### src/rtl/sync_ram_arbiter.sv
// sync_ram_arbiter
//   Round-robin arbiter that shares one single-port synchronous RAM between
//   two requesters. At most one command is accepted per clock. Read data
//   comes back to the requester that issued the read, exactly two cycles
//   after the command was accepted.
//
// Ports
//   clk, rst                    clock, synchronous active-high reset
//   reqN_valid/ready            command handshake (valid && ready = transfer)
//   reqN_we/addr/wdata          command: 1 = write, address, write data
//   rspN_valid/rdata            one-cycle read response pulse, data held after
//   ram_we/addr/din             drive to the RAM
//   ram_dout                    registered RAM read data (one cycle after addr)
module sync_ram_arbiter #(
    parameter int ADDR_W = 4,
    parameter int DATA_W = 8
) (
    input  logic              clk,
    input  logic              rst,
    input  logic              req0_valid,
    output logic              req0_ready,
    input  logic              req0_we,
    input  logic [ADDR_W-1:0] req0_addr,
    input  logic [DATA_W-1:0] req0_wdata,
    input  logic              req1_valid,
    output logic              req1_ready,
    input  logic              req1_we,
    input  logic [ADDR_W-1:0] req1_addr,
    input  logic [DATA_W-1:0] req1_wdata,
    output logic              rsp0_valid,
    output logic [DATA_W-1:0] rsp0_rdata,
    output logic              rsp1_valid,
    output logic [DATA_W-1:0] rsp1_rdata,
    output logic              ram_we,
    output logic [ADDR_W-1:0] ram_addr,
    output logic [DATA_W-1:0] ram_din,
    input  logic [DATA_W-1:0] ram_dout
);

    logic       last_grant_reg;  // index of the most recently granted requester
    logic [1:0] grant;           // one-hot grant for this cycle
    logic       xfer;
    logic       sel_we;
    logic       rd_pend_reg;     // a read was accepted last cycle
    logic       rd_id_reg;       // which requester issued that read

    // On contention the requester that was not granted last wins. Holding
    // reset suppresses all grants so nothing reaches the RAM.
    always_comb begin
        grant = 2'b00;
        if (!rst) begin
            if (req0_valid && (!req1_valid || last_grant_reg)) begin
                grant = 2'b01;
            end else if (req1_valid) begin
                grant = 2'b10;
            end
        end
    end

    assign xfer       = |grant;
    assign req0_ready = grant[0];
    assign req1_ready = grant[1];

    // Requester 0's fields are the idle default on the RAM bus.
    always_comb begin
        ram_addr = req0_addr;
        ram_din  = req0_wdata;
        sel_we   = req0_we;
        if (grant[1]) begin
            ram_addr = req1_addr;
            ram_din  = req1_wdata;
            sel_we   = req1_we;
        end
    end

    assign ram_we = xfer && sel_we;

    // Stage 1: remember who issued a read while the RAM fetches the word.
    always_ff @(posedge clk) begin
        if (rst) begin
            last_grant_reg <= 1'b1;
            rd_pend_reg    <= 1'b0;
            rd_id_reg      <= 1'b0;
        end else begin
            if (xfer) begin
                last_grant_reg <= grant[1];
            end
            rd_pend_reg <= xfer && !sel_we;
            rd_id_reg   <= grant[1];
        end
    end

    // Stage 2: one response register per requester; data is captured only
    // for the owner of the read so the other port keeps its last value.
    genvar gi;
    generate
        for (gi = 0; gi < 2; gi++) begin : g_rsp
            localparam logic ID = (gi == 1);
            logic              valid_reg;
            logic [DATA_W-1:0] rdata_reg;
            logic              hit;

            assign hit = rd_pend_reg && (rd_id_reg == ID);

            always_ff @(posedge clk) begin
                if (rst) begin
                    valid_reg <= 1'b0;
                    rdata_reg <= '0;
                end else begin
                    valid_reg <= hit;
                    if (hit) begin
                        rdata_reg <= ram_dout;
                    end
                end
            end
        end
    endgenerate

    assign rsp0_valid = g_rsp[0].valid_reg;
    assign rsp0_rdata = g_rsp[0].rdata_reg;
    assign rsp1_valid = g_rsp[1].valid_reg;
    assign rsp1_rdata = g_rsp[1].rdata_reg;

endmodule

### config.mk
export PLATFORM = sky130hd
export DESIGN_NAME = sync_ram_arbiter
export DESIGN_NICKNAME = d
export VERILOG_FILES = /design/src/rtl/sync_ram_arbiter.sv
export SDC_FILE = /design/constraint.sdc
export NUM_CORES = 1
export LEC_CHECK = 0
export CAP_MARGIN = 20
export CORE_ASPECT_RATIO = 2
export CORE_MARGIN = 2
export CORE_UTILIZATION = 31
export CTS_BUF_LIST = sky130_fd_sc_hd__clkbuf_4
export DETAILED_ROUTE_END_ITERATION = 10
export HOLD_SLACK_MARGIN = 0.06
export PLACE_DENSITY = 0.77
export SYNTH_ARGS = -nofsm -noshare
export SYNTH_HDL_FRONTEND = slang
export SYNTH_SLANG_ARGS = --single-unit
### constraint.sdc
create_clock -name clk -period 1.65 [get_ports clk]
set_input_delay 0.4125 -clock clk [delete_from_list [all_inputs] [get_ports clk]]
set_output_delay 0.4125 -clock clk [all_outputs]
set_load 0.02 [all_outputs]
==> summary.md <==
| Metric | Value |
|---|---|
| Status | finished, violations left |
| Failing checks | negative setup slack |
| Yosys top cell area share | 0.435 |
| Area Growth Syn to Fin | 98.8% |
| Clk root buf | clkbuf_4 |
| Cell Pwr Density | 626 nW/µm² |
| Endpoint, Worst Hold | rsp1_rdata[7] |
| Reg2reg start | last_grant_reg |
| Mapped Cells | 97 |
| Unrepaired setup endpoints after global routing | true |
| Setup CP Type | input pin to output port |
| Slew HR | 0.650 |
| Syn_area_per_cell | 9.96 µm² |
| TritonCTS clock tree | built |
| Synth area leaders | dfxtp_1 44%, mux2_4 14%, mux2i_1 8.3%, nand3_1 5.2%, a21oi_1 4.7% |
| Final Cell Area | approximately 1900 µm² |
| Most frequent cells in the layout | 34 x clkdlybuf4s50_1, 20 x dfxtp_1, 19 x buf_4, 17 x dlygate4sd2_1, 15 x buf_6 |
| Final Core Density | 0.645 |
| WL per Instance | 15.7 µm |
| TritonRoute pass-1 iters | 4 |
| Row count | 28 |
| Worst-path clk slew | between 100 and 150 ps |
| Post-layout min period | approximately 2000 ps |
| Crit path DAT | 1580 ps |
| Via count | approximately 1100 |
| Final setup viols | 16 |
| Gr usage total | 0.191 |
| R2r worst-path depth | 11 |
| Layout cell share with drive strength beyond 1 | 0.323 |
| # clock sinks | 21 |
| Req. time, crit path | 1240 ps |
| Bufs on Longest Clock Path | 2 |
| First-pass GRT wire length | 5300 µm |
| Dpl ws | -1080 ps |
| TritonCTS Buffers | 3 |
| Placed Area | 1740 µm² |
| Core box area | around 3000 µm² |
| Commonest non-fill, non-tap cell in the layout | clkdlybuf4s50_1 |
| Slew Viols, Final | 0 |
| Total Power | 1.20 mW |
| HP Class | register to register |
| Leakage | 0.944 nW |
| Ys Warns | 0 |
| Final net count | 225 |
| Final period util | 1.21 |
| ANT nets after route | 0 |
| Startpoint Class | input pin |
| #FFs+latches synth | 21 |
| Final wirelength | between 3000 and 4000 µm |
| Number of global-route vias before repair | approximately 1100 |
| Total die area | 3610 µm² |
| Measured slew at the worst slew-check pin | around 520 ps |
| Clock Latency Late Sink | between 200 and 300 ps |
| Fin. Hold Viols | 0 |
| R2R setup slack | -80 ps |
| Port-buffer cells | 70 |
| I/O pin count | 71 |
| Largest net degree at the start of global routing | 25 |
| Fmax | roughly 500 MHz |
| Dpl hpwl | 2480 µm |
| Via density | 4.93 |
| Max Cap Viol | 0 |
| Critical Path End Type | output port |
| Setup TNS | -4740 ps |
| Reg-to-Reg End | rd_pend_reg |
| Final clock skew | about 4.1 ps |
| N_diodes | 0 |
| Worst-path fanout max | 6 |
| First DRT Iteration DRCs | 16 |
| Initial antenna violation count | 0 |
| DIE WIDTH | 43.5 µm |
| Final setup margin | -342 ps |
| Syn Nets | approximately 140 |
| Seq/Total Area, Yosys | 0.435 |
| Leading area contributor after synthesis | dfxtp_1 |
| Post-synth cell types | 20 |
| H-tree depth | 1 |
| Mapped cell area | about 970 µm² |
| Routability Congestion | 0.746 |
| DRC violations left | 0 |
| Die height | just over 80 µm |
| Total grt overflow | 0 |
| IR Drop Worst-Case VDD | 0.475 mV |
| Worst Min Path Start | rsp1_rdata[7] |
| Hold Path Depth | 2 |
| Starting Density | 0.324 |
through the flow:
| step | hold slack [ps] | cells |
|---|---|---|
| floorplan | 513 | 97 |
| global placement | 444 | 200 |
| detailed placement | 453 | 200 |
| CTS | 467 | 215 |
| global route | 500 | 216 |
| finish | 467 | 216 |
area by class of cell:
class                   count  area [µm²]
repair buffers             91         882
well taps                  30        37.5
flip-flops and latches     21         422
multi-input cells          70         549
fillers                   251        1060
clock buffers               4        30.0
per-layer routing:
metal / GRT usage / part of all wire / wire length, µm / up-vias
li1: - / - / - / 511
met1: 0.187 / 0.33 / 1110 / 507
met2: 0.370 / 0.61 / 2060 / 36
met3: 0.0239 / 0.038 / 128 / 10
met4: 0.0799 / 0.027 / 91 / 0
met5: 0 / 0 / 0 / -
worst max path at each step:
stage | from | end | slack, ps | depth (start not counted)
6_report | req0_valid | ram_addr[2] | -340 | 6
5_1_grt | last_grant_reg | ram_din[5] | -390 | 5
4_1_cts | last_grant_reg | ram_addr[2] | -440 | 6
3_5_place_dp | req1_valid | ram_din[7] | -1080 | 6
3_3_place_gp | req1_valid | ram_din[7] | -1040 | 6
2_1_floorplan | req1_valid | ram_addr[0] | -30 | 4
power by group:
group | internal [mW] | switching [mW]
Combinational | 0.241 | 0.168
Clock | 0.110 | 0.149
Sequential | 0.525 | 0.00854
cell usage after synthesis:
cell type / instances
dfxtp_1: 21
nand2_1: 11
nand3_1: 10
nor2_1: 10
a21oi_1: 9
mux2_4: 9
mux2i_1: 8
clkbuf_1: 4
mux2_2: 3
nand2b_1: 2
a21bo_4: 1
and3b_1: 1
buf_12: 1
buf_2: 1
nor2_4: 1
nor3b_1: 1
o21ai_0: 1
o31ai_1: 1
or2b_1: 1
or3_1: 1
worst max-delay path, stage by stage:
cell,delay (ps)
clkdlybuf4s15_1,200
a21bo_4,240
nor2_4,130
buf_6,160
mux2_4,310
buf_6,130
logic make-up (layout without fill, tap and decap cells):
family | count (synthesis) | count (layout) | synth area share
flops | 21 | 21 | 0.435
buf+inv | 6 | 95 | 0.0414
simple gates | 38 | 38 | 0.189
mux | 20 | 20 | 0.258
compound gates | 12 | 12 | 0.0764
repair_timing:
action,4_1_cts,5_1_grt
cloned,1,0
setup endpoints to repair,31,18
pin swaps,5,3
buffers inserted,10,4
resized for setup,120,9
hold buffers,0,0
Power figures use the tool's default switching activity.
